## src/rtl/ts_pkg.sv

```systemverilog
// Shared TS framing constants and receiver state encoding, reused by
// ts_serial_rx, ts_proxy and ts_ci.
package ts_pkg;

    localparam int         TS_PKT_LEN   = 188;
    localparam logic [7:0] TS_SYNC_BYTE = 8'h47;

    typedef enum logic [1:0] {
        HUNT = 2'd0,
        RECV = 2'd1,
        DROP = 2'd2
    } ts_state_t;

    function automatic logic [15:0] sat_inc(input logic [15:0] v);
        return (v == 16'hFFFF) ? v : v + 16'd1;
    endfunction

endpackage

```

## src/rtl/ts_sync_edge.sv

```systemverilog
// Two-stage synchronizer for the demod serial TS lines, plus a ts_clk
// rising-edge detect from a third ts_clk stage.
module ts_sync_edge (
    input  logic clk,
    input  logic reset,
    input  logic ts_clk,
    input  logic ts_data,
    input  logic ts_valid,
    input  logic ts_start,
    output logic data_s,
    output logic valid_s,
    output logic start_s,
    output logic clk_rise
);

    // All four lines share the same depth so data stays aligned with its edge.
    logic [3:0] q1;
    logic [3:0] q2;
    logic       q3;

    always_ff @(posedge clk or posedge reset) begin
        if (reset) begin
            q1 <= '0;
            q2 <= '0;
            q3 <= 1'b0;
        end else begin
            q1 <= {ts_start, ts_valid, ts_data, ts_clk};
            q2 <= q1;
            q3 <= q2[0];
        end
    end

    assign data_s   = q2[1];
    assign valid_s  = q2[2];
    assign start_s  = q2[3];
    assign clk_rise = q2[0] & ~q3;

endmodule

```

## src/rtl/ts_serial_rx.sv

```systemverilog
// Serial MPEG-TS receiver: deserializes one demod port into bytes, checks
// sync/length framing and hands whole packets to the ts_proxy input mux.
module ts_serial_rx
    import ts_pkg::*;
#(
    parameter int         PKT_LEN   = TS_PKT_LEN,
    parameter logic [7:0] SYNC_BYTE = TS_SYNC_BYTE,
    parameter int         LOCK_PKTS = 2
) (
    input  logic        clk,
    input  logic        reset,
    input  logic        enable,
    input  logic        ts_clk,
    input  logic        ts_data,
    input  logic        ts_valid,
    input  logic        ts_start,
    output logic [7:0]  out_data,
    output logic        out_wrreq,
    output logic        out_sop,
    output logic        out_abort,
    input  logic        out_almost_full,
    output logic        locked,
    output logic [15:0] pkt_count,
    output logic [15:0] err_count
);

    localparam logic [7:0] LAST_BYTE = 8'(PKT_LEN - 1);
    localparam int         LW        = $clog2(LOCK_PKTS + 1);
    localparam logic [LW-1:0] LOCK_M1 = LW'(LOCK_PKTS - 1);

    logic data_s, valid_s, start_s, clk_rise;

    ts_sync_edge u_sync (
        .clk     (clk),
        .reset   (reset),
        .ts_clk  (ts_clk),
        .ts_data (ts_data),
        .ts_valid(ts_valid),
        .ts_start(ts_start),
        .data_s  (data_s),
        .valid_s (valid_s),
        .start_s (start_s),
        .clk_rise(clk_rise)
    );

    ts_state_t     state;
    logic [6:0]    shift;
    logic [2:0]    bit_cnt;
    logic [7:0]    byte_cnt;
    logic [LW-1:0] good_cnt;

    logic       bit_ev;
    logic       mid_pkt;
    logic [7:0] new_byte;

    assign bit_ev   = clk_rise & valid_s;
    assign mid_pkt  = (bit_cnt != 3'd0) || (byte_cnt != 8'd0);
    assign new_byte = {shift, data_s};

    always_ff @(posedge clk or posedge reset) begin
        if (reset) begin
            state     <= HUNT;
            shift     <= '0;
            bit_cnt   <= '0;
            byte_cnt  <= '0;
            good_cnt  <= '0;
            out_data  <= '0;
            out_wrreq <= 1'b0;
            out_sop   <= 1'b0;
            out_abort <= 1'b0;
            locked    <= 1'b0;
            pkt_count <= '0;
            err_count <= '0;
        end else begin
            out_wrreq <= 1'b0;
            out_sop   <= 1'b0;
            out_abort <= 1'b0;
            if (!enable) begin
                // In RECV a non-zero byte_cnt means downstream holds a partial packet.
                if (state == RECV && byte_cnt != 8'd0)
                    out_abort <= 1'b1;
                state    <= HUNT;
                bit_cnt  <= '0;
                byte_cnt <= '0;
                good_cnt <= '0;
                locked   <= 1'b0;
            end else if (bit_ev) begin
                if (start_s && (state == HUNT || mid_pkt)) begin
                    if (state != HUNT) begin
                        err_count <= sat_inc(err_count);
                        locked    <= 1'b0;
                        good_cnt  <= '0;
                        if (state == RECV && byte_cnt != 8'd0)
                            out_abort <= 1'b1;
                    end
                    shift    <= {6'd0, data_s};
                    bit_cnt  <= 3'd1;
                    byte_cnt <= 8'd0;
                    state    <= out_almost_full ? DROP : RECV;
                end else if (state != HUNT) begin
                    shift   <= {shift[5:0], data_s};
                    bit_cnt <= bit_cnt + 3'd1;
                    if (bit_cnt == 3'd7) begin
                        if (state == RECV && byte_cnt == 8'd0 && new_byte != SYNC_BYTE) begin
                            err_count <= sat_inc(err_count);
                            locked    <= 1'b0;
                            good_cnt  <= '0;
                            state     <= HUNT;
                        end else begin
                            byte_cnt <= byte_cnt + 8'd1;
                            if (state == RECV) begin
                                out_data  <= new_byte;
                                out_wrreq <= 1'b1;
                                out_sop   <= (byte_cnt == 8'd0);
                            end
                            if (byte_cnt == LAST_BYTE) begin
                                state    <= HUNT;
                                byte_cnt <= 8'd0;
                                if (state == RECV) begin
                                    pkt_count <= sat_inc(pkt_count);
                                    if (!locked) begin
                                        if (good_cnt == LOCK_M1)
                                            locked <= 1'b1;
                                        else
                                            good_cnt <= good_cnt + 1'b1;
                                    end
                                end
                            end
                        end
                    end
                end
            end
        end
    end

endmodule

```

## config.mk

```make
export PLATFORM = sky130hd
export DESIGN_NAME = ts_serial_rx
export DESIGN_NICKNAME = d
export VERILOG_FILES = /design/src/rtl/ts_pkg.sv /design/src/rtl/ts_sync_edge.sv /design/src/rtl/ts_serial_rx.sv
export SDC_FILE = /design/constraint.sdc
export NUM_CORES = 1
export LEC_CHECK = 0
export ABC_AREA = 1
export CAP_MARGIN = 0
export CORE_ASPECT_RATIO = 1.4
export CORE_UTILIZATION = 55
export DETAILED_ROUTE_END_ITERATION = 8
export PLACE_DENSITY = 0.86
export SLEW_MARGIN = 20
export SYNTH_ARGS = -nofsm -noshare
export SYNTH_HDL_FRONTEND = slang
export SYNTH_HIERARCHICAL = 1
export SYNTH_SLANG_ARGS = --single-unit
```

## constraint.sdc

```tcl
create_clock -name clk -period 3 [get_ports clk]
set_clock_uncertainty 0.15 [all_clocks]
set_input_delay 0.6 -clock clk [delete_from_list [all_inputs] [get_ports clk]]
set_output_delay 0.6 -clock clk [all_outputs]
set_load 0.005 [all_outputs]
```

; ---- Word level (Yosys, flattened, before mapping)
; Index checks and enable logic that the tools add are counted.
[classes]
bitwise_logic = 6
mux = 68
eq_ne = 16
addsub = 5
n_reduce_logical = 23
[op_table]
columns = cell, count
row1 = 2-to-1 mux 16 bit, 6
row2 = 2-to-1 mux 8 bit, 7
row3 = 2-to-1 mux 2 bit, 19
row4 = adder 16 x 1 -> 16 bit (second input constant), 2
row5 = equality test 16 bit (second input constant), 2
row6 = 2-to-1 mux 1 bit, 30
row7 = 2-to-1 mux 7 bit, 2
row8 = AND reduction 7 bit, 2
row9 = 2-to-1 mux 3 bit, 4
row10 = AND reduction 5 bit, 2
row11 = AND reduction 9 bit, 1
row12 = adder 8 x 1 -> 8 bit (second input constant), 1
row13 = equality test 8 bit (second input constant), 1
row14 = zero test 8 bit, 1
row15 = inequality test 4 x 1 -> 1 bit (second input constant), 2
row16 = inequality test 8 x 7 -> 1 bit (second input constant), 1
row17 = AND reduction 4 bit, 2
row18 = nonzero test 2 bit, 4
row19 = nonzero test 8 bit, 1
row20 = inequality test 3 x 1 -> 1 bit (second input constant), 2
row21 = equality test 2 x 1 -> 1 bit (second input constant), 2
row22 = logical AND 1 bit, 4
row23 = inequality test 2 x 1 -> 1 bit (second input constant), 2
row24 = inequality test 4 x 2 -> 1 bit (second input constant), 1
row25 = other kinds (12), 17
[word_totals]
ff_bits = 75

; ---- Longest topological paths before layout
; Gate-level depths: netlist of run 1.
[logic_depth]
ltp_word = 11
ltp_mapped = 12
ltp_nobuf = 12

; ---- Hierarchy
; Netlist of run 1, hierarchy kept.
[by_module_without_submodules]
columns = mod, n_inst, area_per_inst_um2, cells_per_inst
row1 = ts_serial_rx, 1, 3693.5, 485
row2 = ts_sync_edge, 1, 239.0, 12

; ---- Worst setup path before layout of run 1
; OpenSTA, ideal clock, no wires.
[synth_timing]
path_kind = register to register
startpoint = register byte_cnt[0]
endpoint = register out_data[6]
path_slack_ps = 1008
setup_ps = 117
arrival_time_ps = 1725
n_path_buf = 2
path_stages_with_launch = 13
period_less_slack_ps = 1992
path_cell_list = dfrtp_1 inv_1 ha_1 inv_1 nor2_2 nand3_2 a21oi_4 nand2_2 or2_1 buf_6 buf_8 nand2_2 o21ai_2
[synth_via]
elab_chain_len = 6
[synth_rtl]
columns = item, line_no
row1 = "start, declared", ts_serial_rx.sv:49  ; logic [7:0] byte_cnt;
row2 = "start signal, assigned", ts_serial_rx.sv:110  ; byte_cnt <= byte_cnt + 8'd1;
row3 = nonzero test 8 bit, ts_serial_rx.sv:57  ; assign mid_pkt = (bit_cnt != 3'd0) || (byte_cnt != 8'd0);
row4 = logical OR 1 bit, ts_serial_rx.sv:57
row5 = logical OR 1 bit, ts_serial_rx.sv:88  ; if (start_s && (state == HUNT || mid_pkt)) begin
row6 = logical AND 1 bit, ts_serial_rx.sv:88
row7 = NOT 1 bit (no line), --
row8 = AND reduction 7 bit (no line) *, --
row9 = "end signal, assigned", ts_serial_rx.sv:112  ; out_data <= new_byte;
row10 = "end, declared", ts_serial_rx.sv:17  ; output logic [7:0] out_data,
; Mark *: on every way between the ends. The rest lies on a longest branch, timed or not.
; A chain may end at the register's enable or synchronous reset.

; ---- Worst setup path in the final report of run 1
[layout_timing]
startpoint = register byte_cnt[0]
endpoint = register byte_cnt[6]
[layout_via]
elab_chain_len = 8
[layout_rtl]
columns = item, line_no
row1 = adder 8 x 1 -> 8 bit / equality test 8 bit (equally long branches), "ts_serial_rx.sv:110, ts_serial_rx.sv:116"
row2 = 2-to-1 mux 8 bit, ts_serial_rx.sv:116  ; if (byte_cnt == LAST_BYTE) begin
row3 = 2-to-1 mux 8 bit, ts_serial_rx.sv:104  ; if (state == RECV && byte_cnt == 8'd0 && new_byte != SYNC_BYTE) begin
row4 = 2-to-1 mux 8 bit, ts_serial_rx.sv:103  ; if (bit_cnt == 3'd7) begin
row5 = 2-to-1 mux 8 bit, ts_serial_rx.sv:100  ; end else if (state != HUNT) begin
row6 = 2-to-1 mux 8 bit, ts_serial_rx.sv:88
row7 = 2-to-1 mux 8 bit, ts_serial_rx.sv:87  ; end else if (bit_ev) begin
row8 = 2-to-1 mux 8 bit, ts_serial_rx.sv:78  ; if (!enable) begin
; Several ways; a longest one is shown, not always the timed one. The select of a mux whose other input is x is not followed.

==> results of run 1 <==
==> layout by cell type (no fill, tap or decap) <==
cell / count
a211oi_1: 1
a21oi_1: 2
a21oi_4: 1
buf_12: 1
buf_4: 6
clkbuf_1: 1
clkbuf_8: 10
clkdlybuf4s50_1: 51
clkinv_2: 1
clkinv_4: 3
clkinvlp_4: 1
dfrtp_1: 75
ha_1: 8
inv_1: 56
inv_2: 4
nand2_1: 140
nand2_2: 3
nand3_1: 55
nand3_2: 2
nand3b_1: 5
nand4_1: 9
nor2_1: 43
nor2_2: 4
nor3_1: 10
nor4_1: 1
o21a_1: 1
o21ai_0: 22
o21ai_1: 11
o21ai_2: 8
or2_1: 1
or2_2: 1
xnor2_1: 11
xor2_1: 11
==> cells by family (layout without fill, tap and decap cells) <==
logic type      count (synthesis)  after routing  share of synthesized area [%]
simple gates                  274            274                           30.2
flops                          75             75                           47.7
buf+inv                        72            134                           7.57
compound gates                 46             46                           7.03
xor+xnor                       22             22                           4.90
fa+ha+maj                       8              8                           2.55
==> area by class of cell <==
| class | instances | share of cell area, % |
|---|---|---|
| Clock buffer | 11 | 2.99 |
| Timing Repair Buffer | 58 | 12.2 |
| Sequential cell | 75 | 39.6 |
| Tap cell | 95 | 2.51 |
| Clock inverter | 5 | 0.819 |
| Inverter | 60 | 4.76 |
| Multi-Input combinational cell | 350 | 37.1 |
==> power by group <==
| group | total (mW) | internal [mW] | leakage, nW | switching, mW |
|---|---|---|---|---|
| Clock | 0.701 | 0.325 | 0.0895 | 0.376 |
| Combinational | 0.298 | 0.106 | 1.09 | 0.192 |
| Sequential | 1.12 | 1.07 | 1.01 | 0.0484 |
==> stage by stage <==
stage / hold WS (ps) / util [%]
after detailed placement: 185 / 65.7
after CTS: 203 / 68.3
after global placement: 184 / 65.7
final: 203 / 68.3
after global routing: 213 / 68.3
after floorplan: 181 / -
==> worst max path at each step <==
stage	slack, ps	end	cells past startpoint	startpoint
3_3_place_gp	510	pkt_count[11]	8	enable
5_1_grt	300	byte_cnt[1]	11	byte_cnt[0]
6_report	520	byte_cnt[6]	11	byte_cnt[0]
2_1_floorplan	600	bit_cnt[0]	1	reset
4_1_cts	550	byte_cnt[6]	11	byte_cnt[0]
3_5_place_dp	400	pkt_count[4]	8	enable
==> registers in the layout, indices dropped and copies added (netlist names), 3 cells and up <==
| signal | cells |
|---|---|
| byte_cnt | 8 |
| out_data | 8 |
| shift | 7 |
| err_count | 16 |
| u_sync/q2 | 4 |
| pkt_count | 16 |
| bit_cnt | 3 |
| u_sync/q1 | 4 |
==> routing by layer <==
| metal | vias to the layer above | track usage (%) |
|---|---|---|
| met5 | - | 0 |
| li1 | 1695 | - |
| met4 | 0 | 12.7 |
| met2 | 99 | 42.6 |
| met1 | 1614 | 29.6 |
| met3 | 22 | 4.44 |
==> out/results.tsv, run 1 <==
stage	metric	value	unit
status	status	finished, final reports clean	
pwr	maximum VDD drop	0.271	mV
sta	Setup Viol. Count Final	0	
global_routing	Total GRT Usage	24.8	%
drt	post-route DRC violation count	0	
run	max-cap violation count	0	
drt	drt first pass iters	5	
synth	Post-synth top cells	140 x nand2_1, 75 x dfrtp_1, 57 x inv_1	
setup_path	Top Family by Delay on Critical Path	simple AND/OR/NAND/NOR gates	
drt	initial DRC count	268	
drt	met3 wire length	338	um
synth	#FFs+latches synth	75	
synth	number of synthesized flops with an enable pin	0	
clocking	htree depth	3	
synth	largest area contributor in the netlist	dfrtp_1	
final_layout	area of the multi-input gates	0.00176	mm^2
floorplan	DIE AREA	0.00750	mm^2
drt	Met1 Wirelength	3.38	mm
setup_path	Crit path largest cell delay	400	ps
sta	Setup TNS Final	0	ps
clocking	clock sink total	75	
setup_path	worst path arrival time	2550	ps
final_layout	post-route cell area	0.00473	mm^2
final_layout	Fillers	587	
drt	DRT Wirelength	8.22	mm
final_layout	layout net count	570	
drt	via count	3430	
setup_path	Slowest-stage cell, CP	dfrtp_1	
final_layout	P&R area growth vs syn	20.4	%
setup_path	internal reg-to-reg setup slack	520	ps
sta	Max transition margin	53.3	%
final_layout	antenna diode count	0	
clocking	clk_lat worst skew	360	ps
placed_design	Setup WS pre-CTS	400	ps
pwr	leakage	2.19	nW
placed_design	final RePlAce weighted congestion	0.911	
drt	WL per Instance	12.6	um
sta	worst slew pin tran	701	ps
placed_design	Post-DP Area	0.00455	mm^2
final_layout	Final Non-Filler Cells	654	
floorplan	core area	0.00694	mm^2
clocking	hold-fix buffers at CTS	0	
placed_design	placed cells	638	
global_routing	grt ovf	0	
hold_path	Hold Path Class	flop to flop	
floorplan	I/O pins	52	
setup_path	most frequent CP cell	nand2_1	
setup_path	crit path launch type	flop	
global_routing	antenna violations before repair	0	
synth	post-synthesis cell type count	30	
setup_path	Crit. End Element	flop	
synth	dominant cells by area after synthesis	dfrtp_1 48%, nand2_1 13%, nand3_1 7.0%, inv_1 5.4%, nor2_1 4.1%	
drt	max layer used	met4	
floorplan	Site Rows	36	
pwr	Overall Power	2.12	mW
drt	metal2 WL	4.31	mm
placed_design	IO Port Bufs	51	
synth	post-synthesis sequential area ratio	47.7	%
synth	Top FF cell, synth	dfrtp_1	
floorplan	Starting Density	56.7	%
sta	Max Fclk	404	MHz
setup_path	Setup CP Type	flop to flop	
pwr	power per cell area	448	mW/mm^2
global_routing	largest net degree at the start of global routing	39	
setup_path	critical path data required time	3080	ps
global_routing	global-route wire length before repair	14.3	mm
sta	Setup WS post-layout	523	ps
synth	Post-synth ARST share	100	%
clocking	Max Root-Sink Buffers	2	
floorplan	Die Ht	102	um
sta	max-slew violation count	0	
hold_path	hold path start	u_sync/q1[3]	
setup_path	critical path cell sequence	inv_1 -> ha_1 -> inv_1 -> nor2_2 -> nand3_2 -> nand2_2 -> nand2_1 -> nand2_1 -> nand2_1 -> nand3b_1 -> o21ai_1	
setup_path	Reg-to-Reg End	byte_cnt[6]	
final_layout	FF/Latch Area	0.00188	mm^2
drt	post-route ant nets	0	
global_routing	vias in the first global route	3295	
setup_path	FF-to-FF path depth	11	
setup_path	worst reg2reg path startpoint	byte_cnt[0]	
setup_path	Max FO, Critical Path	16	
drt	drt via density	5.24	
synth	Synth top area share	47.7	%
placed_design	HPWL after DPL	6.02	mm
floorplan	Die X	73.5	um
clocking	Reg clk slew, reported paths	80	ps
sta	Final min period	2480	ps
synth	Syn Area/Cell	7.91	um^2
clocking	Post-CTS Setup Bufs	0	
clocking	TritonCTS Buffers	9	
hold_path	Hold Path Stages	0	
synth	Mapped Cells	497	
synth	most common cell in the synthesized netlist	nand2_1	
clocking	CTS tree	done	
synth	warning count from the yosys run	6	
hold_path	hold worst-path end	u_sync/q2[3]	
clocking	post-CTS sizing	0	
sta	Fin. Hold Viols	0	
synth	mapped cell area	0.00393	mm^2
final_layout	fraction of layout cells with a size suffix above 1	8.05	%
setup_path	crit path buf inv count	2	
sta	RSZ-0062 raised after global routing	false	
sta	final worst-path cycle share	82.6	%
synth	Post-Syn Nets	513	
clocking	clock root cell	clkbuf_8	
Power figures use the tool's default switching activity.
==> run 2: changes to the inputs <==
==> constraint.sdc (replaced) <==
create_clock -name clk -period 2.3 [get_ports clk]
set_clock_uncertainty 0.15 [all_clocks]
set_input_delay 0.46 -clock clk [delete_from_list [all_inputs] [get_ports clk]]
set_output_delay 0.46 -clock clk [all_outputs]
set_load 0.005 [all_outputs]
==> run 2 against run 1 <==
  * Wire length is 8.2% higher
  * Critical path type unchanged
  * Utilization up 0.83 points
  * Critical path depth unchanged
==> out/results.tsv, run 2 (synthesis gave the netlist of run 1 again) <==
stage	metric	value	unit	change
sta	RSZ-0062 raised after global routing	false		unchanged
final_layout	antenna diode count	0		unchanged
global_routing	vias in the first global route	3400		was 3295
setup_path	Setup CP Type	flop to flop		unchanged
drt	via count	3557		was 3430
clocking	Reg clk slew, reported paths	80	ps	about the same
setup_path	Max FO, Critical Path	17		was 16
sta	worst hold slack	211	ps	was 203 ps
final_layout	fraction of layout cells with a size suffix above 1	9.73	%	was 8.05%
drt	post-route DRC violation count	0		unchanged
sta	Setup TNS Final	0	ps	unchanged
setup_path	worst reg2reg path startpoint	byte_cnt[0]		unchanged
final_layout	layout net count	576		was 570
pwr	leakage	2.21	nW	was 2.19 nW
sta	Setup Viol. Count Final	0		unchanged
global_routing	GR Util met2	46.2	%	was 42.6%
floorplan	DIE AREA	0.00750	mm^2	unchanged
pwr	maximum VDD drop	0.385	mV	was 0.271 mV
global_routing	global-route wire length before repair	14.6	mm	was 14.3 mm
pwr	sequential fraction of design power	51.7	%	was 52.8%
global_routing	Total GRT Usage	25.7	%	was 24.8%
clocking	Max Root-Sink Buffers	2		unchanged
sta	Max Fclk	476	MHz	was 404 MHz
setup_path	worst path arrival time	2200	ps	was 2550 ps
hold_path	hold path start	u_sync/q1[2]		was u_sync/q1[3]
sta	max-slew violation count	0		unchanged
placed_design	final RePlAce weighted congestion	0.910		was 0.911
clocking	clock sink total	75		unchanged
clocking	TritonCTS Buffers	9		unchanged
clocking	clk_lat worst skew	360	ps	about the same
placed_design	Setup WS pre-CTS	8.70	ps	was 400 ps
status	status	finished, final reports clean		unchanged
final_layout	most common cell after layout, fill and taps aside	nand2_1		unchanged
sta	final worst-path cycle share	91.3	%	was 82.6%
floorplan	Die X	73.5	um	unchanged
drt	initial DRC count	186		was 268
setup_path	critical path startpoint	byte_cnt[0]		unchanged
floorplan	Die Ht	102	um	unchanged
placed_design	Post-DP Area	0.00460	mm^2	was 0.00455 mm^2
clocking	clock root cell	clkbuf_8		unchanged
floorplan	Site Rows	36		unchanged
sta	Final min period	2100	ps	was 2480 ps
sta	worst slew pin tran	402	ps	was 701 ps
sta	Max transition margin	73.1	%	was 53.3%
hold_path	hold worst-path end	u_sync/q2[2]		was u_sync/q2[3]
placed_design	HPWL after DPL	6.47	mm	was 6.02 mm
pwr	combinational power share	14.9	%	was 14.1%
global_routing	grt ovf	0		unchanged
floorplan	core area	0.00694	mm^2	unchanged
clocking	htree depth	3		unchanged
pwr	switching share of power	30.7	%	was 29.1%
drt	post-route ant nets	0		unchanged
floorplan	Starting Density	56.7	%	unchanged
setup_path	FF-to-FF path depth	11		unchanged
hold_path	Hold Path Stages	0		unchanged
hold_path	Hold Path Class	flop to flop		unchanged
setup_path	crit path launch type	flop		unchanged
drt	DRT Wirelength	8.90	mm	was 8.22 mm
setup_path	Crit. End Element	flop		unchanged
pwr	Net Sw Power	869	uW	was 616 uW
drt	drt first pass iters	5		unchanged
final_layout	post-route cell area	0.00479	mm^2	was 0.00473 mm^2
setup_path	critical path data required time	2400	ps	was 3080 ps
setup_path	internal reg-to-reg setup slack	200	ps	was 520 ps
final_layout	most frequent cells in the layout	139 x nand2_1, 75 x dfrtp_1, 56 x inv_1		was 140 x nand2_1, 75 x dfrtp_1, 56 x inv_1
global_routing	antenna violations before repair	0		unchanged
floorplan	I/O pins	52		unchanged
final_layout	P&R area growth vs syn	21.9	%	was 20.4%
pwr	power per cell area	590	mW/mm^2	was 448 mW/mm^2
final_layout	Top Registers	err_count (16), pkt_count (16)		unchanged
run	max-cap violation count	0		unchanged
drt	drt via density	5.39		was 5.24
drt	WL per Instance	13.5	um	was 12.6 um
pwr	internal power	1.96	mW	was 1.50 mW
final_layout	Fillers	592		was 587
clocking	CTS tree	done		unchanged
setup_path	Reg-to-Reg End	out_data[5]		was byte_cnt[6]
global_routing	met1 Usage GRT	26.9	%	was 29.6%
sta	Setup WS post-layout	200	ps	was 523 ps
global_routing	GRT busiest layer	met2		unchanged
sta	Fin. Hold Viols	0		unchanged
global_routing	largest net degree at the start of global routing	67		was 39
placed_design	IO Port Bufs	51		unchanged
clocking	Post-CTS Setup Bufs	0		unchanged
pwr	Clock power frac	33.5	%	was 33.1%
global_routing	GR Util met3	5.03	%	was 4.44%
[run 2: stage by stage]
stage,std cells,utilization [%],total power [mW]
6_report,660,69.1,2.83
5_1_grt,660,69.1,2.95
4_1_cts,660,68.9,2.85
3_5_place_dp,644,66.3,1.90
3_3_place_gp,644,66.3,1.88
2_1_floorplan,497,-,1.74
[run 2: worst max-delay path, cell delays in order, from the launching register on]
cell and delay (ps):
dfrtp_1 400, inv_1 110, ha_1 180, inv_1 60, nor2_2 120, nand3_2 140
a21oi_4 190, nand2_2 80, or2_1 200, buf_4 200, nand2_1 100, o21ai_2 50
[run 2: timing repair]
item                                    in CTS  in global routing
gates resized for setup                      0                  3
hold buffers                                 0                  0
endpoints found under the setup margin       0                 24
[run 2: worst max-delay path by stage]
stage                     slack (ps)           to  cells past startpoint
after global placement           100  byte_cnt[6]                      7
after floorplan                   40   bit_cnt[0]                      1
after CTS                         30  byte_cnt[6]                     11
after detailed placement           9  byte_cnt[6]                      7
after global routing              20  byte_cnt[2]                     11
final                            200  out_data[5]                     11
[run 2: area by class of cell]
cell class / instances / area [um^2] / area share [%]
Inverter: 60 / 225 / 4.70
Tap cell: 95 / 119 / 2.48
Clock buffer: 9 / 124 / 2.58
Clock inverter: 7 / 58.8 / 1.23
Multi-Input combinational cell: 350 / 1770 / 36.9
Sequential cell: 75 / 1880 / 39.2
Timing Repair Buffer: 64 / 621 / 13.0
[run 2: power by group through the flow]
stage	clock (mW)	combinational [mW]	sequential, mW
final	0.947	0.421	1.46
after global routing	1.01	0.470	1.47
after CTS	0.969	0.417	1.46
after detailed placement	0	0.413	1.49
after global placement	0	0.396	1.48
after floorplan	0	0.274	1.47
[run 2: metal layers]
metal	routed length (um)	part of all wire, %	up-vias
li1	-	-	1711
met4	296	3.3	0
met3	395	4.4	28
met2	4750	53	124
met5	0	0	-
met1	3450	39	1694
